$ cat config.mk
export PLATFORM = sky130hd
export DESIGN_NAME = stopwatch_ctrl
export DESIGN_NICKNAME = d
export VERILOG_FILES = /design/src/rtl/stopwatch_ctrl.sv
export SDC_FILE = /design/constraint.sdc
export NUM_CORES = 1
export LEC_CHECK = 0
export ABC_AREA = 1
export ABC_CLOCK_PERIOD_IN_PS = 2100
export BUFFER_PORTS_ARGS = -buffer_cell sky130_fd_sc_hd__clkbuf_2
export CAP_MARGIN = 20
export CORE_MARGIN = 2
export CORE_UTILIZATION = 59
export CTS_CLUSTER_SIZE = 16
export DETAILED_ROUTE_END_ITERATION = 6
export HOLD_SLACK_MARGIN = 0.12
export PLACE_DENSITY = 0.77
export SKIP_CTS_REPAIR_TIMING = 1
export SYNTH_ARGS = -nofsm -noshare
export SYNTH_HDL_FRONTEND = slang
export SYNTH_SLANG_ARGS = --single-unit
$ cat constraint.sdc
create_clock -name clk -period 2.1 [get_ports clk]
set_input_delay 0 -clock clk [delete_from_list [all_inputs] [get_ports clk]]
set_output_delay 0 -clock clk [all_outputs]
set_load 0.03 [all_outputs]
$ cat src/rtl/stopwatch_ctrl.sv
// Stopwatch sequencer: HH:MM:SS.cc BCD counter with start/stop/lap/clear control,
// producing registered display and digit-enable words for an 8-digit 7-seg driver.

// One BCD digit of the chain: advances on carry_in, wraps to 0 past LIMIT.
module bcd_digit #(
    parameter logic [3:0] LIMIT = 4'd9
) (
    input  logic [3:0] value,
    input  logic       carry_in,
    output logic [3:0] next
);
    always_comb begin
        next = value;
        if (carry_in)
            next = (value >= LIMIT) ? 4'd0 : value + 4'd1;
    end
endmodule

module stopwatch_ctrl #(
    parameter int CLOCK_FREQ = 100000000,
    parameter int TICK_HZ    = 100
) (
    input  logic        clk,
    input  logic        reset,
    input  logic        btn_start_stop,
    input  logic        btn_lap,
    input  logic        btn_clear,
    output logic [31:0] display,
    output logic [7:0]  digit_enable,
    output logic        running,
    output logic        lap_active
);
    localparam int DIV        = CLOCK_FREQ / TICK_HZ;
    localparam int PW         = (DIV > 1) ? $clog2(DIV) : 1;
    localparam int NUM_DIGITS = 8;
    // Per-digit upper limit, digit 7 (hour tens) first.
    localparam logic [NUM_DIGITS-1:0][3:0] LIMITS =
        {4'd9, 4'd9, 4'd5, 4'd9, 4'd5, 4'd9, 4'd9, 4'd9};

    typedef enum logic [2:0] {
        IDLE     = 3'd0,
        RUN      = 3'd1,
        STOP     = 3'd2,
        LAP_RUN  = 3'd3,
        LAP_STOP = 3'd4
    } state_t;

    state_t                         state, state_next;
    logic   [PW-1:0]                presc;
    logic   [31:0]                  count;
    logic   [31:0]                  snap;
    logic   [31:0]                  shown;
    logic   [NUM_DIGITS-1:0][3:0]   count_next;
    logic   [NUM_DIGITS-1:0]        carry;
    logic                           counting;
    logic                           lap_mode;
    logic                           tick;
    logic                           snap_en;
    logic                           zero_count;

    assign counting = (state == RUN) || (state == LAP_RUN);
    assign lap_mode = (state == LAP_RUN) || (state == LAP_STOP);
    assign tick     = counting && (presc == PW'(DIV - 1));
    assign carry[0] = tick;

    // Ripple carry: a digit advances only when every lower digit wraps.
    for (genvar i = 0; i < NUM_DIGITS; i++) begin : g_digit
        bcd_digit #(.LIMIT(LIMITS[i])) u_digit (
            .value    (count[4*i +: 4]),
            .carry_in (carry[i]),
            .next     (count_next[i])
        );
        if (i < NUM_DIGITS - 1) begin : g_carry
            assign carry[i+1] = carry[i] && (count[4*i +: 4] >= LIMITS[i]);
        end
    end

    // Each state checks buttons in clear > start_stop > lap order, skipping
    // buttons that are no-ops there, so only one event is ever taken.
    always_comb begin
        state_next = state;
        snap_en    = 1'b0;
        zero_count = 1'b0;
        case (state)
            IDLE: begin
                if (btn_start_stop) state_next = RUN;
            end
            RUN: begin
                if (btn_start_stop) begin
                    state_next = STOP;
                end else if (btn_lap) begin
                    state_next = LAP_RUN;
                    snap_en    = 1'b1;
                end
            end
            STOP: begin
                if (btn_clear) begin
                    state_next = IDLE;
                    zero_count = 1'b1;
                end else if (btn_start_stop) begin
                    state_next = RUN;
                end
            end
            LAP_RUN: begin
                if (btn_clear)           state_next = RUN;
                else if (btn_start_stop) state_next = LAP_STOP;
                else if (btn_lap)        snap_en    = 1'b1;
            end
            LAP_STOP: begin
                if (btn_clear)           state_next = STOP;
                else if (btn_start_stop) state_next = LAP_RUN;
                else if (btn_lap)        state_next = STOP;
            end
            default: state_next = IDLE;
        endcase
    end

    always_ff @(posedge clk) begin
        if (reset) state <= IDLE;
        else       state <= state_next;
    end

    // Prescaler only moves while counting so a pause keeps the sub-tick phase.
    always_ff @(posedge clk) begin
        if (reset || zero_count) presc <= '0;
        else if (tick)           presc <= '0;
        else if (counting)       presc <= presc + 1'b1;
    end

    // Snapshot reads count before this cycle's increment lands.
    always_ff @(posedge clk) begin
        if (reset) begin
            count <= '0;
            snap  <= '0;
        end else begin
            if (zero_count) count <= '0;
            else if (tick)  count <= count_next;
            if (snap_en)    snap  <= count;
        end
    end

    assign shown = lap_mode ? snap : count;

    always_ff @(posedge clk) begin
        if (reset) begin
            display      <= '0;
            digit_enable <= 8'h1F;
            running      <= 1'b0;
            lap_active   <= 1'b0;
        end else begin
            display      <= shown;
            digit_enable <= {shown[31:28] != 4'd0,
                             shown[31:24] != 8'd0,
                             (shown[23:20] != 4'd0) || (shown[31:24] != 8'd0),
                             5'h1F};
            running      <= counting;
            lap_active   <= lap_mode;
        end
    end
endmodule

==> summary.txt <==
Synth
  – Synthesized area per cell: 7.77 um^2
  – Leading post-synthesis cells by cell area: dfxtp_1 (46%), o21ai_0 (7.2%), a21oi_1 (6.7%), nor2_1 (6.6%), nand2_1 (5.9%)
  – Top-count cell post-synth: dfxtp_1
  – Seq cells post-synth: 124
  – Unique cell type count in the Yosys netlist: 39
  – Yosys top cell by area: dfxtp_1
  – Yosys warnings: 0
  – Asr flop ratio synth: 0%
  – Synth Instances: 697
  – Area fraction of the dominant cell type after synthesis: 45.8%
  – Dominant synthesized flop cell: dfxtp_1
  – Post-synth top cells: dfxtp_1 (124), nor2_1 (95), nand2_1 (85)
  – Post-synthesis sequential area ratio: 45.8%
  – Synth Cell Area: 5420 um^2
  – EDFF count, synth: 0

Floorplanning
  – Initial Util: 61.5%
  – Die area: 9960 um^2
  – Die Height: 99.8 um
  – Die width: 99.8 um
  – Top-Level Pins: 47
  – # rows: 34
  – Core ar.: 8810 um^2

STA
  – Minimum clock period: 1.94 ns
  – Final Setup Violations: 0
  – Setup_tns: 0 ns
  – Final Hold Viols: 0
  – Fin Clk Skew: 0.0137 ns
  – Tcrit/Tclk final: 92.2%
  – F_max: 516 MHz
  – Unrepaired setup endpoints after global routing: true
  – Fin. max-slew vios: 0

Pwr
  – Internal: 0.00462 W
  – Leak: 2.66 nW
  – Seq pwr share: 40.9%
  – Maximum VDD drop: 0.551 mV
  – Pwr dens: 924 nW/um^2
  – Part of the power in combinational logic: 5.1%
  – Sw Ratio: 22.4%
  – NetSw: 0.00133 W
  – Clock share of power: 54.0%

Clock tree
  – CTS Buffer Depth: 2
  – Num CTS Buffers: 17
  – CTS tree: yes
  – Clock Latency Late Sink: 0.52 ns
  – Worst-path clk slew: 0.06 ns
  – Htree depth: 4
  – CTS root buf: clkbuf_8
  – CTS sink cnt: 124

Placed design
  – Detail Placement HPWL: 7.67 mm
  – Placer Congestion: 0.879
  – Area of placed instances: 5720 um^2
  – Buffers on Ports: 41

Layout
  – ANT cells: 0
  – Design area: 6450 um^2
  – Share of cells above drive strength 1: 14.7%
  – Finished Core Util: 73.2%
  – Nets: 777
  – Syn-to-layout area delta: 19.1%

Outcome
  – Status: finished, final reports clean

Worst hold path
  – Hold endpoint: state[2]$_SDFFE_PP0P_
  – Hold path depth: 6
  – Hold Path Class: in -> reg
  – HP Start: btn_lap

Setup path
  – CP endpoint kind: flip-flop
  – R2R Path Start: count[13]$_SDFFE_PP0P_
  – Slack of the worst reg-to-reg path: 0.16 ns
  – Setup CP Type: reg -> reg
  – RR Endpoint: count[31]$_SDFFE_PP0P_
  – Startpoint class of the critical path: flip-flop
  – Critical Path Source: count[13]$_SDFFE_PP0P_
  – R2R cell count: 11
  – CP Data Required Time: 2.55 ns
  – Worst path arrival time: 2.39 ns
  – Crit Path Max Fanout: 6

Detailed routing
  – DRT Pass-1 Iters: 5
  – Antenna-violating nets left: 0
  – DR vias: 4755
  – Total wire length: 12.1 mm
  – Drt wl/cell: 14.0 um
  – Vias/cell: 5.48
  – # DRC: 0
  – DRT iter0 DRCs: 281

Global routing
  – First-pass GRT wire length: 20.9 mm
  – GRT overflow: 0
  – Largest net degree at the start of global routing: 53
  – Initial antenna violation count: 0
  – Vias in the first global route: 4627
  – Total GRT Usage: 26.0%

Flow run
  – Number of max-cap violations: 0
worst max path at each step:
| stage | endpoint | slack [ns] |
|---|---|---|
| finish | count[31]$_SDFFE_PP0P_ | 0.16 |
| global route | count[28]$_SDFFE_PP0P_ | -0.0003 |
| floorplan | count[28]$_SDFFE_PP0P_ | 0.37 |
| detailed placement | count[27]$_SDFFE_PP0P_ | 0.11 |
| CTS | count[31]$_SDFFE_PP0P_ | -0.06 |
| global placement | count[16]$_SDFFE_PP0P_ | 0.19 |
logic make-up after synthesis:
group,synth area share (%)
AO/OA/AOI/OAI,16.0
XOR/XNOR,2.26
adder cells (fa/ha/maj),5.78
buffers and inverters,8.06
flip-flops,45.8
other,0.0692
AND/OR/NAND/NOR,22.0
routing by layer:
metal | GRT usage, % | up-vias | part of all wire [%]
li1 | - | 2378 | -
met1 | 32.5 | 2221 | 45
met2 | 43.7 | 136 | 49
met3 | 6.41 | 20 | 4.9
met4 | 9.80 | 0 | 1.4
met5 | 0 | - | 0
through the flow:
stage	cells	setup WS (ns)	hold WS (ns)	total power, W
detailed placement	832	0.113	0.380	0.00278
global route	868	-0.000336	0.140	0.00613
floorplan	701	0.366	0.200	0.00271
global placement	832	0.192	0.375	0.00277
CTS	864	-0.0589	-0.142	0.00598
finish	868	0.163	0.0991	0.00596
registers in the layout, summed over array words and instances, names as in the netlist:
name	cells
count	32
digit_enable	3
display	32
lap_active	1
presc	20
running	1
snap	32
state	3
layout make-up:
cell class,instances,area [um^2]
clock buffers,20,445
multi-input cells,468,2550
well taps,108,135
clock inverters,12,206
flip-flops and latches,124,2480
fillers,683,2360
inverters,83,313
repair buffers,53,318
critical path: stages, from the launching register on:
cell,delay (ns)
dfxtp_1,0.37
inv_1,0.11
ha_1,0.20
nand2_1,0.08
a21oi_2,0.09
inv_1,0.15
nand2_2,0.13
nor2_2,0.17
inv_1,0.09
nor2_4,0.18
nand3_1,0.11
a21oi_1,0.18
power groups by stage:
stage	logic, W	clock network, W	registers, W
detailed placement	0.000292	0	0.00249
global placement	0.000284	0	0.00248
finish	0.000303	0.00322	0.00244
CTS	0.000296	0.00325	0.00244
floorplan	0.000180	0	0.00253
global route	0.000339	0.00335	0.00244
cell usage in the layout (no fill, tap or decap), types with 4 or more instances in the layout:
cell type        n
xor2_1          12
bufinv_16        5
dfxtp_1        123
o21a_1           5
nand3_1         29
nand2_1         83
ha_1            25
clkbuf_16       16
inv_6            4
nor2_1          92
dlygate4sd3_1    4
conb_1           5
nor3_1          15
o21ai_0         78
clkbuf_2        41
inv_1           79
nor2_2           6
a21oi_1         72
nor3b_1          5
buf_4            7
nand4_1         10
No activity file was read; power rests on OpenSTA's default activity.
